--- src/rtl/led_blink_coder_if.sv ---
// Indicator/fault inputs and LED/frame outputs of the status-LED blink coder.
interface led_blink_coder_if #(
    parameter int unsigned N_CH = 4
) ();
    logic [N_CH-1:0] ind;
    logic            fault_in;
    logic            led;
    logic            frame_start;

    // Driver side: indicator bank and fault source.
    modport master (
        output ind,
        output fault_in,
        input  led,
        input  frame_start
    );

    // Coder side.
    modport slave (
        input  ind,
        input  fault_in,
        output led,
        output frame_start
    );
endinterface

--- src/rtl/led_blink_coder.sv ---
// Serialises N_CH activity indicators onto one status LED as a repeating
// long/short blink code, with a synchronised fault input that overrides
// the code with a fast square wave.
module led_blink_coder #(
    parameter int unsigned N_CH        = 4,
    parameter int unsigned TICK_DIV    = 640000,
    parameter int unsigned SHORT_TICKS = 5,
    parameter int unsigned LONG_TICKS  = 25,
    parameter int unsigned SLOT_TICKS  = 40,
    parameter int unsigned GAP_TICKS   = 100,
    parameter int unsigned FAULT_TICKS = 5
) (
    input  logic               clk,
    input  logic               reset_n,
    led_blink_coder_if.slave   bus
);

    localparam int unsigned PRESC_W = $clog2(TICK_DIV);
    localparam int unsigned TMAX_GS = (GAP_TICKS > SLOT_TICKS) ? GAP_TICKS : SLOT_TICKS;
    localparam int unsigned TMAX    = (TMAX_GS > FAULT_TICKS) ? TMAX_GS : FAULT_TICKS;
    localparam int unsigned TCNT_W  = (TMAX > 1) ? $clog2(TMAX) : 1;
    localparam int unsigned IDX_W   = (N_CH > 1) ? $clog2(N_CH) : 1;

    typedef enum logic [1:0] {
        ST_GAP   = 2'd0,
        ST_SLOT  = 2'd1,
        ST_FAULT = 2'd2
    } state_t;

    logic [PRESC_W-1:0] r_presc;
    logic               r_fault_meta;
    logic               r_fault_s;
    state_t             r_state;
    logic [TCNT_W-1:0]  r_tcnt;
    logic [IDX_W-1:0]   r_idx;
    logic [N_CH-1:0]    r_mask;
    logic               r_phase;
    logic               r_led;
    logic               r_frame_start;

    logic               w_tick;
    logic [TCNT_W-1:0]  w_on_len;
    logic               w_led_next;

    assign w_tick     = (r_presc == PRESC_W'(TICK_DIV - 1));
    assign w_on_len   = r_mask[r_idx] ? TCNT_W'(LONG_TICKS) : TCNT_W'(SHORT_TICKS);
    assign w_led_next = ((r_state == ST_SLOT) && (r_tcnt < w_on_len)) ||
                        ((r_state == ST_FAULT) && r_phase);

    assign bus.led         = r_led;
    assign bus.frame_start = r_frame_start;

    // Free-running tick prescaler, independent of the coder state.
    always_ff @(posedge clk or negedge reset_n) begin
        if (!reset_n) begin
            r_presc <= '0;
        end else if (w_tick) begin
            r_presc <= '0;
        end else begin
            r_presc <= r_presc + PRESC_W'(1);
        end
    end

    // Two-flop synchroniser for the asynchronous fault flag.
    always_ff @(posedge clk or negedge reset_n) begin
        if (!reset_n) begin
            r_fault_meta <= 1'b0;
            r_fault_s    <= 1'b0;
        end else begin
            r_fault_meta <= bus.fault_in;
            r_fault_s    <= r_fault_meta;
        end
    end

    // Gap/slot/fault sequencer with registered LED and frame-start outputs.
    always_ff @(posedge clk or negedge reset_n) begin
        if (!reset_n) begin
            r_state       <= ST_GAP;
            r_tcnt        <= '0;
            r_idx         <= '0;
            r_mask        <= '0;
            r_phase       <= 1'b0;
            r_led         <= 1'b0;
            r_frame_start <= 1'b0;
        end else begin
            r_frame_start <= 1'b0;
            r_led         <= w_led_next;
            if (r_fault_s && (r_state != ST_FAULT)) begin
                // Fault preempts everything, including a pending frame start.
                r_state <= ST_FAULT;
                r_tcnt  <= '0;
                r_phase <= 1'b1;
            end else if (!r_fault_s && (r_state == ST_FAULT)) begin
                // Leaving fault restarts with a full gap before the next frame.
                r_state <= ST_GAP;
                r_tcnt  <= '0;
                r_idx   <= '0;
            end else if (w_tick) begin
                case (r_state)
                    ST_GAP: begin
                        if (r_tcnt == TCNT_W'(GAP_TICKS - 1)) begin
                            r_state       <= ST_SLOT;
                            r_tcnt        <= '0;
                            r_idx         <= '0;
                            r_mask        <= ~bus.ind;
                            r_frame_start <= 1'b1;
                        end else begin
                            r_tcnt <= r_tcnt + TCNT_W'(1);
                        end
                    end
                    ST_SLOT: begin
                        if (r_tcnt == TCNT_W'(SLOT_TICKS - 1)) begin
                            r_tcnt <= '0;
                            if (r_idx == IDX_W'(N_CH - 1)) begin
                                r_state <= ST_GAP;
                                r_idx   <= '0;
                            end else begin
                                r_idx <= r_idx + IDX_W'(1);
                            end
                        end else begin
                            r_tcnt <= r_tcnt + TCNT_W'(1);
                        end
                    end
                    default: begin
                        if (r_tcnt == TCNT_W'(FAULT_TICKS - 1)) begin
                            r_tcnt  <= '0;
                            r_phase <= ~r_phase;
                        end else begin
                            r_tcnt <= r_tcnt + TCNT_W'(1);
                        end
                    end
                endcase
            end
        end
    end

endmodule
--- src/flat_wrapper.sv ---
// flat-port wrapper written by rule: the top's interface ports become plain ports
module led_blink_coder_flat 
#(
    parameter int unsigned N_CH        = 4,
    parameter int unsigned TICK_DIV    = 640000,
    parameter int unsigned SHORT_TICKS = 5,
    parameter int unsigned LONG_TICKS  = 25,
    parameter int unsigned SLOT_TICKS  = 40,
    parameter int unsigned GAP_TICKS   = 100,
    parameter int unsigned FAULT_TICKS = 5
)
  (clk, reset_n, bus_ind, bus_fault_in, bus_led, bus_frame_start);
  led_blink_coder_if #(.N_CH(N_CH)) bus_i ();
  input  logic clk;
  input  logic reset_n;
  input wire logic [$bits(bus_i.ind)-1:0] bus_ind;
  input wire logic [$bits(bus_i.fault_in)-1:0] bus_fault_in;
  output wire logic [$bits(bus_i.led)-1:0] bus_led;
  output wire logic [$bits(bus_i.frame_start)-1:0] bus_frame_start;
  assign bus_i.ind = bus_ind;
  assign bus_i.fault_in = bus_fault_in;
  assign bus_led = bus_i.led;
  assign bus_frame_start = bus_i.frame_start;
  led_blink_coder #(.N_CH(N_CH), .TICK_DIV(TICK_DIV), .SHORT_TICKS(SHORT_TICKS), .LONG_TICKS(LONG_TICKS), .SLOT_TICKS(SLOT_TICKS), .GAP_TICKS(GAP_TICKS), .FAULT_TICKS(FAULT_TICKS)) u_core (.clk(clk), .reset_n(reset_n), .bus(bus_i));
endmodule
--- config.mk ---
export PLATFORM = sky130hd
export DESIGN_NAME = led_blink_coder_flat
export DESIGN_NICKNAME = d
export VERILOG_FILES = /design/src/rtl/led_blink_coder_if.sv /design/src/rtl/led_blink_coder.sv /design/src/flat_wrapper.sv
export SDC_FILE = /design/constraint.sdc
export NUM_CORES = 1
export LEC_CHECK = 0
export BUFFER_PORTS_ARGS = -buffer_cell sky130_fd_sc_hd__buf_2
export CAP_MARGIN = 20
export CELL_PAD_IN_SITES_DETAIL_PLACEMENT = 1
export CELL_PAD_IN_SITES_GLOBAL_PLACEMENT = 1
export CORE_UTILIZATION = 35
export DETAILED_ROUTE_END_ITERATION = 6
export HOLD_SLACK_MARGIN = 0.15
export PLACE_DENSITY = 0.61
export SETUP_SLACK_MARGIN = 0.3
export SYNTH_ARGS = -nofsm -noshare
export SYNTH_HDL_FRONTEND = slang
export SYNTH_SLANG_ARGS = --single-unit
export TNS_END_PERCENT = 10
--- constraint.sdc ---
create_clock -name clk -period 2.3 [get_ports clk]
set_input_delay 0.23 -clock clk [delete_from_list [all_inputs] [get_ports clk]]
set_output_delay 0.23 -clock clk [all_outputs]
set_load 0.03 [all_outputs]
==> results.md <==
- Starting Density: roughly 36%
- FF+latch count, synth: 40
- H-tree Lvls: 2
- First-pass GRT wire length: 8670 um
- Wire per inst: 16.0 um
- First-pass DRT Iterations: 4
- Hold_ws: about 360 ps
- Period Utilization, post-route: between 80% and 90%
- Syn Std Cell Area: 2140 um2
- Hpwl dp: 3390 um
- Vias post-DR: around 1700
- Pleak: 1.30 nW
- Synth area leaders: dfrtp_1 47%, ha_1 5.3%, nor2_1 4.7%
- Worst skew pair latency: ~300 ps
- Max Cap Viol: 0
- Pwr Total: ~2.2 mW
- RSZ-0062 raised after global routing: yes
- Synth Instances: roughly 210
- Final nets: 261
- Crit Path Max Fanout: 6
- Share of cells above drive strength 1: slightly above 20%
- Data required time of the worst path: 2500 ps
- Port Buffers: 8
- ANT cells: 0
- DIE AREA: 6420 um2
- Register area: roughly 1000 um2
- Row count: 28
- CP arrival: 2170 ps
- FMAX: 508 MHz
- Critical path class: reg -> reg
- CP Launch Type: flop
- Fin. max-slew vios: 0
- Hold Fails Final Rpt: 0
- Area of the multi-input gates: about 1100 um2
- Core ar.: a little under 6000 um2
- Post-synth top cells: 40 x dfrtp_1, 27 x nor2_1, 13 x inv_1, 12 x nand2_1
- Bufs on Longest Clock Path: 2
- Post-synthesis cell type count: 39
- Crit-path cells: or4b_4 -> nor3_4 -> buf_6 -> nand3_4 -> o311a_1 -> a21o_1
- Hold path cells: 0
- End-of-flow core utilization: 45.0%
- Slew @ Worst Pin: between 900 and 1000 ps
- CTS tree: yes
- Slew HR: between 30% and 40%
- Slowest stage delay, CP: ~550 ps
- Number of global-route vias before repair: approximately 1800
- Root buf cell: clkbuf_8
- Area growth from synthesis to layout: 24.0%
- Routing usage on met3: 3.41%
- Crit. End Element: flop
- PD cells: roughly 800 nW/um2
- Seq/Total Area, Yosys: between 40% and 50%
- Syn_area_per_cell: roughly 10 um2
- Yosys top cell area share: between 40% and 50%
- Initial antenna violation count: 0
- GRT met2 Usage: between 30% and 40%
- Worst r2r path cells: 6
- Global routing's busiest layer: met2
- Final TNS setup: 0 ps
- CP max-delay cell: or4b_4
- Clock skew: 4.17 ps
- HP Class: reg -> reg
- Most used flip-flop cell after synthesis: dfrtp_1
- Fill cells: ~660
- Yosys top cell by area: dfrtp_1
- DRC: 0
- Routing usage on met1: approximately 23%
- CTS Sinks: 40
- Top-count cell post-synth: dfrtp_1
- Clk slew on worst S/H paths: 80 ps
- Status: complete, no violations
- Initial drt markers: approximately 60
- GR Util All Layers: between 10% and 20%
- Fin crit period: about 2000 ps
- Detail-routed via count per cell: slightly above 5
- Post-synth ARST share: 100%
- Die height: roughly 80 um
- Placed Cells: just under 300
- Layout Cells excl Fill: 321
- Gpl congestion: ~0.8
- GR Overflow Total: 0
- Final wirelength: 5120 um
- Die width: about 80 um
- Post-route ant nets: 0
- Number of top-level pins: 9
- Net Count, Synth: 225
- VDD IR max: 0.000367 V
- Largest net degree at the start of global routing: 41
- Syn. warnings: 0
- Setup Viol. Count Final: 0
- Number of synthesized flops with an enable pin: 0
- CTS Buf Count: 5
worst max-delay path, delay by kind of cell (launching register included):
| kind | cells | cell delay, ps |
|---|---|---|
| DFF | 1 | 390 |
| buffers and inverters | 1 | 130 |
| AOI/OAI and AO/OA | 2 | 520 |
| and+or+nand+nor | 3 | 840 |
flip-flops by register name (all words and copies together), names as in the netlist:
signal and cells:
u_core.bus.led 1, u_core.r_state 2, u_core.r_phase 1, u_core.r_fault_s 1, u_core.r_fault_meta 1, u_core.r_idx 2, u_core.r_presc 20, u_core.r_mask 4
u_core.bus.frame_start 1, u_core.r_tcnt 7
final timing paths:
path                                          start                 end  slack (ps)
worst max-delay path             u_core.r_presc[13]     u_core.r_idx[0]         330
worst min-delay path            u_core.r_fault_meta    u_core.r_fault_s         360
worst max register to register   u_core.r_presc[13]     u_core.r_idx[0]         330
worst min register to register  u_core.r_fault_meta    u_core.r_fault_s         360
max in group asynchronous                   reset_n  u_core.r_presc[17]        1130
min in group asynchronous                   reset_n    u_core.r_tcnt[3]         600
power by group:
group / switching (mW) / internal [mW] / total [mW]
registers: 0.0623 / 0.766 / 0.828
logic: 0.379 / 0.311 / 0.690
clock network: 0.265 / 0.383 / 0.648
total: 0.706 / 1.46 / 2.17
placed cells by master (no fill, tap or decap), types with 2 or more instances in the layout:
cell,netlist,routed
nor2_2,0,2
xor2_1,8,8
dfrtp_1,40,40
o21ai_1,1,2
inv_1,13,13
nand2_1,12,12
dlygate4sd3_1,0,6
xnor2_1,10,10
mux2i_1,5,5
nand3_4,0,2
buf_2,2,8
a21o_1,4,4
clkbuf_8,0,7
nor4_1,2,2
nand2b_1,3,3
and3_1,6,5
nor2_1,27,25
nor3_1,8,8
buf_4,0,19
and2_1,2,2
ha_1,9,8
a22o_1,10,10
nand3_1,9,9
nand4_1,9,9
o21a_1,2,2
o21ai_0,3,2
o311a_1,3,3
stage by stage:
stage	area [um2]	setup slack, ps
6_report	2650	333
5_1_grt	2650	240
4_1_cts	2620	244
3_5_place_dp	2330	170
3_3_place_gp	2330	189
2_1_floorplan	2140	362
cell type report:
type | count | share of cell area [%]
Sequential cell | 40 | 37.8
Inverter | 13 | 1.84
Multi-Input combinational cell | 151 | 42.4
Tap cell | 75 | 3.54
Clock buffer | 7 | 3.64
Timing Repair Buffer | 34 | 9.59
Clock inverter | 1 | 1.13
layer usage:
layer / part of all wire [%] / routed length, um / up-vias
li1: - / - / 811
met1: 48 / 2450 / 832
met2: 49 / 2500 / 17
met3: 1.9 / 99 / 7
met4: 1.5 / 78 / 0
met5: 0 / 0 / -
cell families after synthesis:
family          synth area share (%)
simple gates                    21.9
flops                           46.9
compound gates                  11.4
buf+inv                         3.81
xor+xnor                        7.38
fa+ha+maj                       5.27
mux                             3.40
repair_timing:
action | CTS | global route
cloned | 1 | 0
pin swaps | 2 | 3
hold buffers | 6 | 0
setup endpoints to repair | 13 | 28
endpoints found under the hold margin | 45 | 0
buffers inserted | 6 | 2
resized for setup | 9 | 5
Power figures use the tool's default switching activity.
